`src/rtl/sdrm_pkg.sv`:
```
// rtl/sdrm_pkg.sv - command encodings, FSM states and default timing for the SDRAM init/refresh sequencer
package sdrm_pkg;

    localparam logic [2:0] CMD_NOP = 3'b111;
    localparam logic [2:0] CMD_PRE = 3'b010;
    localparam logic [2:0] CMD_REF = 3'b001;
    localparam logic [2:0] CMD_MRS = 3'b000;

    localparam int          DEF_PWRUP_CYC    = 20000;
    localparam int          DEF_TRP_CYC      = 2;
    localparam int          DEF_TRFC_CYC     = 7;
    localparam int          DEF_TMRD_CYC     = 2;
    localparam int          DEF_INIT_REF_NUM = 8;
    localparam int          DEF_REF_INT      = 1560;
    localparam logic [10:0] DEF_MODE_REG     = 11'h032;

    typedef enum logic [3:0] {
        PWRUP, I_PRE, I_TRP, I_REF, I_TRFC, I_MRS, I_TMRD,
        IDLE, R_PRE, R_TRP, R_REF, R_TRFC
    } sdrm_state_t;

    function automatic logic [2:0] sdrm_state_cmd(input sdrm_state_t s);
        case (s)
            I_PRE, R_PRE: return CMD_PRE;
            I_REF, R_REF: return CMD_REF;
            I_MRS:        return CMD_MRS;
            default:      return CMD_NOP;
        endcase
    endfunction

endpackage

```
`src/rtl/sdrm_ref_timer.sv`:
```
// rtl/sdrm_ref_timer.sv - refresh interval counter and pending-refresh count (limit set by SDRM_REF_BACKLOG_EN)
module sdrm_ref_timer
    import sdrm_pkg::*;
#(
    parameter int REF_INT = DEF_REF_INT
)(
    input  logic       Clk_i,
    input  logic       Reset,
    input  logic       i_clear,
    input  logic       i_run,
    input  logic       i_dec,
    output logic [3:0] o_pending
);

`ifdef SDRM_REF_BACKLOG_EN
    localparam logic [3:0] PEND_MAX = 4'd8;
`else
    localparam logic [3:0] PEND_MAX = 4'd1;
`endif
    localparam int TW = (REF_INT > 1) ? $clog2(REF_INT) : 1;

    logic [TW-1:0] r_tick;
    logic [3:0]    r_pending;
    logic          w_wrap;

    assign w_wrap    = i_run && (r_tick == TW'(REF_INT - 1));
    assign o_pending = r_pending;

    always_ff @(posedge Clk_i) begin
        if (Reset || i_clear) begin
            r_tick <= '0;
        end else if (i_run) begin
            r_tick <= w_wrap ? '0 : r_tick + 1'b1;
        end
    end

    // A wrap coinciding with a serviced refresh cancels out, even when saturated.
    always_ff @(posedge Clk_i) begin
        if (Reset) begin
            r_pending <= '0;
        end else if (w_wrap && !i_dec) begin
            if (r_pending != PEND_MAX) r_pending <= r_pending + 1'b1;
        end else if (i_dec && !w_wrap) begin
            if (r_pending != 4'd0) r_pending <= r_pending - 1'b1;
        end
    end

endmodule

```
`src/rtl/sdrm_init_ref.sv`:
```
// rtl/sdrm_init_ref.sv - SDRAM power-up init sequencer and auto-refresh scheduler (burst refresh with SDRM_REF_BACKLOG_EN)
module sdrm_init_ref
    import sdrm_pkg::*;
#(
    parameter int          PWRUP_CYC    = DEF_PWRUP_CYC,
    parameter int          TRP_CYC      = DEF_TRP_CYC,
    parameter int          TRFC_CYC     = DEF_TRFC_CYC,
    parameter int          TMRD_CYC     = DEF_TMRD_CYC,
    parameter int          INIT_REF_NUM = DEF_INIT_REF_NUM,
    parameter int          REF_INT      = DEF_REF_INT,
    parameter logic [10:0] MODE_REG     = DEF_MODE_REG
)(
    input  logic        Clk_i,
    input  logic        Reset,
    input  logic        Locked_i,
    input  logic        ref_gnt,
    output logic        init_done,
    output logic        ref_req,
    output logic        ref_done,
    output logic        cmd_own,
    output logic        sd_ras_o,
    output logic        sd_cas_o,
    output logic        sd_we_o,
    output logic [10:0] sd_add_o,
    output logic        sd_ba_o
);

`ifdef SDRM_REF_BACKLOG_EN
    localparam bit BACKLOG = 1'b1;
`else
    localparam bit BACKLOG = 1'b0;
`endif
    localparam int CNT_W  = $clog2(PWRUP_CYC + TRP_CYC + TRFC_CYC + TMRD_CYC + 1);
    localparam int RCNT_W = $clog2(INIT_REF_NUM + 1);

    sdrm_state_t       r_state, w_next;
    logic [CNT_W-1:0]  r_cnt, w_lim;
    logic [RCNT_W-1:0] r_iref;
    logic [2:0]        r_cmd;
    logic [10:0]       r_add;
    logic              r_own, r_init_done, r_ref_done;
    logic              w_cnt_done;
    logic [3:0]        w_pending;

    // Wait states last (spacing - 1) cycles, so the counter ends at spacing - 2.
    always_comb begin
        w_lim = '0;
        case (r_state)
            PWRUP:          w_lim = CNT_W'(PWRUP_CYC - 1);
            I_TRP, R_TRP:   w_lim = CNT_W'(TRP_CYC - 2);
            I_TRFC, R_TRFC: w_lim = CNT_W'(TRFC_CYC - 2);
            I_TMRD:         w_lim = CNT_W'(TMRD_CYC - 2);
            default:        w_lim = '0;
        endcase
    end

    assign w_cnt_done = (r_cnt == w_lim);

    always_comb begin
        w_next = r_state;
        unique case (r_state)
            PWRUP:  if (Locked_i && w_cnt_done) w_next = I_PRE;
            I_PRE:  w_next = I_TRP;
            I_TRP:  if (w_cnt_done) w_next = I_REF;
            I_REF:  w_next = I_TRFC;
            I_TRFC: if (w_cnt_done) w_next = (r_iref < RCNT_W'(INIT_REF_NUM)) ? I_REF : I_MRS;
            I_MRS:  w_next = I_TMRD;
            I_TMRD: if (w_cnt_done) w_next = IDLE;
            IDLE:   if (ref_gnt && ref_req) w_next = R_PRE;
            R_PRE:  w_next = R_TRP;
            R_TRP:  if (w_cnt_done) w_next = R_REF;
            R_REF:  w_next = R_TRFC;
            R_TRFC: if (w_cnt_done) w_next = (BACKLOG && ref_req) ? R_REF : IDLE;
            default: w_next = PWRUP;
        endcase
    end

    // Outputs decode the next state so they line up with the state they describe.
    always_ff @(posedge Clk_i) begin
        if (Reset) begin
            r_state     <= PWRUP;
            r_cmd       <= CMD_NOP;
            r_add       <= '0;
            r_own       <= 1'b0;
            r_init_done <= 1'b0;
            r_ref_done  <= 1'b0;
            r_cnt       <= '0;
            r_iref      <= '0;
        end else begin
            r_state    <= w_next;
            r_cmd      <= sdrm_state_cmd(w_next);
            r_add      <= (w_next == I_PRE || w_next == R_PRE) ? 11'h400 :
                          (w_next == I_MRS) ? MODE_REG : 11'h000;
            r_own      <= !(w_next == PWRUP || w_next == IDLE);
            r_ref_done <= (r_state == R_TRFC) && (w_next == IDLE);
            if (w_next == IDLE) r_init_done <= 1'b1;
            if (w_next != r_state || r_state == IDLE || (r_state == PWRUP && !Locked_i))
                r_cnt <= '0;
            else
                r_cnt <= r_cnt + 1'b1;
            if (r_state == I_REF) r_iref <= r_iref + 1'b1;
        end
    end

    sdrm_ref_timer #(
        .REF_INT (REF_INT)
    ) u_ref_timer (
        .Clk_i     (Clk_i),
        .Reset     (Reset),
        .i_clear   ((r_state == I_TMRD) && (w_next == IDLE)),
        .i_run     (r_init_done),
        .i_dec     (r_state == R_REF),
        .o_pending (w_pending)
    );

    assign {sd_ras_o, sd_cas_o, sd_we_o} = r_cmd;
    assign sd_add_o  = r_add;
    assign sd_ba_o   = 1'b0;
    assign cmd_own   = r_own;
    assign init_done = r_init_done;
    assign ref_done  = r_ref_done;
    assign ref_req   = (w_pending != 4'd0);

endmodule

```
`config.mk`:
```
export PLATFORM = sky130hd
export DESIGN_NAME = sdrm_init_ref
export DESIGN_NICKNAME = d
export VERILOG_FILES = /design/src/rtl/sdrm_pkg.sv /design/src/rtl/sdrm_ref_timer.sv /design/src/rtl/sdrm_init_ref.sv
export SDC_FILE = /design/constraint.sdc
export NUM_CORES = 1
export LEC_CHECK = 0
export ABC_AREA = 1
export CELL_PAD_IN_SITES_DETAIL_PLACEMENT = 1
export CELL_PAD_IN_SITES_GLOBAL_PLACEMENT = 1
export CORE_MARGIN = 1.5
export CORE_UTILIZATION = 35
export DETAILED_ROUTE_END_ITERATION = 10
export PLACE_DENSITY = 0.76
export SYNTH_ARGS = -nofsm -noshare
export SYNTH_HDL_FRONTEND = slang
export SYNTH_SLANG_ARGS = --single-unit
export TNS_END_PERCENT = 10
```
`constraint.sdc`:
```
create_clock -name Clk_i -period 4.22 [get_ports Clk_i]
set_clock_uncertainty 0.1 [all_clocks]
set_input_delay 0.844 -clock Clk_i [delete_from_list [all_inputs] [get_ports Clk_i]]
set_output_delay 0.844 -clock Clk_i [all_outputs]
set_load 0.01 [all_outputs]
```
; Word-level counts from Yosys, hierarchy flattened
; Cells that the tools add are included.
[op_classes]
addsub = 5
order_cmp = 1
eq_ne = 22
n_mux = 17
reduce_logical = 29
[ops]
columns = operator, n
row1 = $pmux W4 S11, 1
row2 = $mux W4, 10
row3 = $pmux W15 S2, 1
row4 = $eq A4 B3 Y1 const B, 6
row5 = $eq A4 B4 Y1 const B, 6
row6 = $mux W11, 2
row7 = $add A15 B1 Y15 const B, 1
row8 = $eq A15 B15 Y1, 1
row9 = $eq A4 B2 Y1 const B, 3
row10 = $reduce_or A2 Y1, 6
row11 = $add A11 B1 Y11 const B, 1
row12 = $eq A11 B11 Y1 const B, 1
row13 = $pmux W3 S3, 1
row14 = $add A4 B1 Y4 const B, 2
row15 = $eq A4 B1 Y1 const B, 2
row16 = $logic_and A1 B1 Y1, 8
row17 = $logic_not A4 Y1, 2
row18 = $mux W6, 1
row19 = $logic_or A1 B1 Y1, 5
row20 = $logic_not A1 Y1, 4
row21 = $lt A4 B4 Y1 const B, 1
row22 = $ne A4 B1 Y1 const B, 1
row23 = $ne A4 B4 Y1, 1
row24 = $reduce_bool A2 Y1, 2
row25 = 5 further kinds, 5
[totals]
regBits = 55
in_bits = 4
wordCells = 85

; Longest topological paths before layout
[logic_depth]
word_depth = 11
ltp_mapped = 19
ltp_nobuf = 18

; Modules after synthesis
; A second synthesis with hierarchy kept.
[unflattened]
hier_cells = 411
hier_area_um2 = 2904.0
[by_module_without_submodules]
columns = mod, n_inst, cells_each, area_each_um2, seq_area_each_um2
row1 = sdrm_init_ref, 1, 265, 1938.1, 620.6
row2 = sdrm_ref_timer, 1, 146, 965.9, 300.3

; Worst setup path after synthesis
; No wires, ideal clock.
[synth_timing]
kind = register to register
start = register u_ref_timer.r_pending[0] (netlist: u_ref_timer.o_pending[0])
end = register r_cnt[5]
setup_ps = 62
arrival_ps = 1882
slack_ps = 2176
path_stages_with_launch = 16
n_path_buf = 1
synth_period_minus_slack_ps = 2044
cell_sequence = dfxtp_1 inv_1 ha_1 nor3b_1 inv_1 nand2_1 nand2_1 o21ai_0 nor2_1 nand3_2 nand2_1 nand2_1 nor2_1 nand2_2 buf_6 nor2_2
[synth_via]
elab_chain_len = 8
[synth_rtl]
columns = element, line
row1 = from (decl), sdrm_ref_timer.sv:23  ; logic [3:0] r_pending;
row2 = from (signal assigned), sdrm_ref_timer.sv:42  ; if (r_pending != PEND_MAX) r_pending <= r_pending + 1'b1;
row3 = from (signal assigned), sdrm_ref_timer.sv:44  ; if (r_pending != 4'd0) r_pending <= r_pending - 1'b1;
row4 = $reduce_bool A4 Y1, sdrm_init_ref.sv:122  ; assign ref_req = (w_pending != 4'd0);
row5 = via ref_req, sdrm_init_ref.sv:18  ; output logic ref_req,
row6 = $logic_and A1 B1 Y1, sdrm_init_ref.sv:69  ; IDLE: if (ref_gnt && ref_req) w_next = R_PRE;
row7 = $mux W4, sdrm_init_ref.sv:69
row8 = $pmux W4 S11, sdrm_init_ref.sv:61  ; unique case (r_state)
row9 = $ne A4 B4 Y1, sdrm_init_ref.sv:97  ; if (w_next != r_state || r_state == IDLE || (r_state == PWRUP && !Locked_i))
row10 = $logic_or A1 B1 Y1 (2 in a row), sdrm_init_ref.sv:97
row11 = $reduce_or A2 Y1 (no line), n/a
row12 = to (signal assigned), sdrm_init_ref.sv:100  ; r_cnt <= r_cnt + 1'b1;
row13 = to (decl), sdrm_init_ref.sv:37  ; logic [CNT_W-1:0] r_cnt, w_lim;
; The timed path passes the listed nets, and every way through them passes these cells.
; A chain may end at the register's enable or synchronous reset.

; Final worst setup path
[layout_timing]
start = register r_state[0]
end = register u_ref_timer.r_tick[7]
[layout_via]
elab_chain_len = 10
[layout_rtl]
columns = element, line
row1 = from (decl), sdrm_init_ref.sv:36  ; sdrm_state_t r_state, w_next;
row2 = from (signal assigned), sdrm_init_ref.sv:90  ; r_state <= w_next;
row3 = $eq A4 B4 Y1 or $eq A4 B3 Y1 (tied branches), "sdrm_init_ref.sv:48, sdrm_init_ref.sv:61"
row4 = $reduce_or A2 Y1, sdrm_init_ref.sv:48  ; case (r_state)
row5 = $pmux W15 S2, sdrm_init_ref.sv:48
row6 = $eq A15 B15 Y1, sdrm_init_ref.sv:57  ; assign w_cnt_done = (r_cnt == w_lim);
row7 = $logic_and A1 B1 Y1, sdrm_init_ref.sv:62  ; PWRUP: if (Locked_i && w_cnt_done) w_next = I_PRE;
row8 = $mux W4, sdrm_init_ref.sv:62
row9 = $pmux W4 S11, sdrm_init_ref.sv:61
row10 = $eq A4 B3 Y1, sdrm_init_ref.sv:110  ; .i_clear ((r_state == I_TMRD) && (w_next == IDLE)),
row11 = $logic_and A1 B1 Y1 *, sdrm_init_ref.sv:110
row12 = $logic_or A1 B1 Y1 *, sdrm_ref_timer.sv:30  ; if (Reset || i_clear) begin
row13 = to (signal assigned), sdrm_ref_timer.sv:33  ; r_tick <= w_wrap ? '0 : r_tick + 1'b1;
row14 = to (decl), sdrm_ref_timer.sv:22  ; logic [TW-1:0] r_tick;
; Mark *: on every way between the ends. The rest lies on a longest branch, timed or not.

==> results.md <==
* Max Cap Violations at 0
* Critical path launch point type: flip-flop
* Nets at between 400 and 500
* Max H-tree Level at 2
* CTS tree: yes
* Hold-fix buffers, CTS at 0
* Gr ovfl total at 0
* Layout area overhead at 11.7%
* Crit Path Max Fanout at 11
* Deepest clock path buffer count at 2
* Seq/Total Area, Yosys at between 30% and 40%
* R2R depth at 12
* Core area at 6940 um2
* Worst-Margin Slew at 0.777 ns
* Clk Latency, worst-skew pair at approximately 0.30 ns
* Gpl congestion at 0.962
* Antenna Violating Nets Remaining at 0
* Setup Crit Path Kind: flip-flop to flip-flop
* Largest net degree at the start of global routing at 16
* Io pins at 23
* Die height at ~88 um
* Worst Path Required at 4.28 ns
* Hpwl dp at 4730 um
* Post-synth ARST share at 0%
* Total Wirelength at 5840 um
* Post-synthesis cell type count at 29
* Routed vias/inst at ~4.6
* CTS Buf Count at 5
* Clk sinks at 46
* Worst min path class: flip-flop to flip-flop
* Setup crit end kind: flip-flop
* Port Buffers at 14
* Post-synth EDFFs at 0
* Clk slew on worst S/H paths at roughly 0.08 ns
* Wire per inst at 12.0 um
* Min Tclk post-route at around 2.8 ns
* Fin crit share at about 67%
* Initial antenna violation count at 0
* Peak VDD IR at ~0.00012 V
* Pwr Density at between 200 and 300 nW/um2
* Yosys reg bits at 46
* Final hold viol count at 0
* Starting DRT DRC Count at between 60 and 70
* First-pass GRT wire length at ~10000 um
* Worst hold path cell count at 1
* Cell count after synthesis at roughly 380
* Design Area, Final at between 2000 and 3000 um2
* Worst flop-to-flop path startpoint: r_state[0]$_SDFF_PP0_
* RSZ-0062 raised after global routing: no
* Area after DPL at ~2700 um2
* Fin. max-slew vios at 0
* Area contributors post-synth: dfxtp_1, nand2_1, inv_1
* Slew margin rel. at approximately 48%
* RR Endpoint: u_ref_timer.r_tick[7]$_SDFFE_PP0P_
* Root buf cell: clkbuf_8
* Dominant cell type by area after synthesis: dfxtp_1
* R2r setup slk at between 1 and 1.5 ns
* Status: finished, final reports clean
* Count leader, synth: nand2_1
* Post-Syn Area per Cell at ~7 um2
* Post-synth top area share at 36.0%
* Layout cells sized above 1 at a little under 9%
* DIE WIDTH at a little under 90 um
* Rows at 30
* Final setup TNS at 0 ns
* Worst hold slack at approximately 0.36 ns
* Leakage at about 1.2 nW
* # setup viols final at 0
* Commonest cells post-synth: nand2_1, inv_1, nor2_1, dfxtp_1, nand3_1
* Full die area at between 7000 and 8000 um2
* Main flop type after synthesis: dfxtp_1
* Syn. warnings at 0
* Hold path startpoint: r_cnt[0]$_SDFF_PP0_
* Vias after detailed routing at ~2200
* Vias in the first global route at 2286
* Total track usage at 16.7%
* Final Worst Setup Slack at between 1 and 1.5 ns
* Hold EP: r_cnt[0]$_SDFF_PP0_
* Initial Utilization at around 37%
* First-pass detailed-route iteration total at 4
* F_max at 0.356 GHz
* CP arrival at about 2.9 ns
* Pre-CTS setup slack at ~1.3 ns
* Antenna cells at 0
* Post-CTS Setup Bufs at 0
* Cts repair resizes at 0
* DRC at 0
* Mapped Area at roughly 2600 um2
* Overall power at between 0.7 and 0.8 mW
[per-stage QoR]
stage                     utilization (%)  std cells
final                                41.1        488
after global routing                 41.1        488
after global placement               39.6        480
after floorplan                         -        383
after CTS                            41.1        488
after detailed placement             39.6        480
[layer usage]
metal / GRT usage, % / routed length [um]
met1: 21.0 / 2840
met2: 28.9 / 2800
met3: 3.08 / 113
met4: 5.40 / 81
met5: 0 / 0
[power by group]
group | switching [mW] | internal [mW] | total (mW) | leakage [nW]
Clock | 0.144 | 0.177 | 0.321 | 0.0524
Combinational | 0.0165 | 0.00617 | 0.0227 | 0.781
Sequential | 0.000874 | 0.434 | 0.435 | 0.371
[logic make-up (layout without fill, tap and decap cells)]
| family | count (synthesis) | in the layout | synth area share [%] |
|---|---|---|---|
| and+or+nand+nor | 196 | 196 | 34.2 |
| xor gates and xnor gates | 21 | 21 | 7.20 |
| DFF | 46 | 46 | 36.0 |
| other | 1 | 8 | 0.147 |
| adders and majority gates | 6 | 6 | 2.94 |
| AOI/OAI and AO/OA | 28 | 28 | 6.12 |
| buffers and inverters | 78 | 87 | 13.4 |
[layout make-up]
type,instances,area [um2]
Inverter,64,240
Fill cell,913,4090
Multi-Input combinational cell,259,1320
Clock inverter,1,30.0
Tap cell,96,120
Timing Repair Buffer,15,148
Sequential cell,46,921
Clock buffer,7,76.3
[state kept, by name, indices dropped and copies added (netlist names)]
name                   count
sd_add_o                   2
r_cnt                     15
r_iref                     4
cmd_own                    1
init_done                  1
u_ref_timer.r_tick        11
r_state                    4
u_ref_timer.o_pending      4
ref_done                   1
r_cmd                      3
[worst max-delay path, stage by stage, from the launching register on]
cell	delay [ns]
dfxtp_1	0.40
nor2_2	0.29
nand2_2	0.12
nand2_1	0.11
nand3_1	0.08
nor2_1	0.20
nand2_1	0.16
nand2_1	0.11
nand2_1	0.07
nand2_2	0.11
nand3_1	0.16
o21ai_1	0.65
nor2_1	0.10
[placed cells by master (no fill, tap or decap), drive strengths merged, types with 4 or more instances in the layout]
| cell | n |
|---|---|
| a21oi | 10 |
| nand2 | 75 |
| nand4 | 8 |
| clkbuf | 7 |
| nor3 | 7 |
| nor2 | 72 |
| dfxtp | 46 |
| inv | 64 |
| clkdlybuf4s50 | 14 |
| o21ai | 13 |
| or2 | 4 |
| nor4 | 4 |
| xor2 | 14 |
| conb | 8 |
| xnor2 | 7 |
| nand3 | 25 |
| ha | 6 |
[worst max path at each step]
stage | cells after the start | start | slack [ns] | to
2_1_floorplan | 15 | u_ref_timer.o_pending[0]$_SDFFE_PP0P_ | 2.18 | r_cnt[5]$_SDFF_PP0_
3_5_place_dp | 10 | Locked_i | 1.26 | u_ref_timer.r_tick[5]$_SDFFE_PP0P_
4_1_cts | 5 | u_ref_timer.o_pending[0]$_SDFFE_PP0P_ | 1.42 | ref_req
6_report | 12 | r_state[0]$_SDFF_PP0_ | 1.41 | u_ref_timer.r_tick[7]$_SDFFE_PP0P_
3_3_place_gp | 10 | Locked_i | 1.36 | u_ref_timer.r_tick[9]$_SDFFE_PP0P_
5_1_grt | 12 | r_state[0]$_SDFF_PP0_ | 1.10 | u_ref_timer.r_tick[7]$_SDFFE_PP0P_
(Power assumes the default switching activity.)
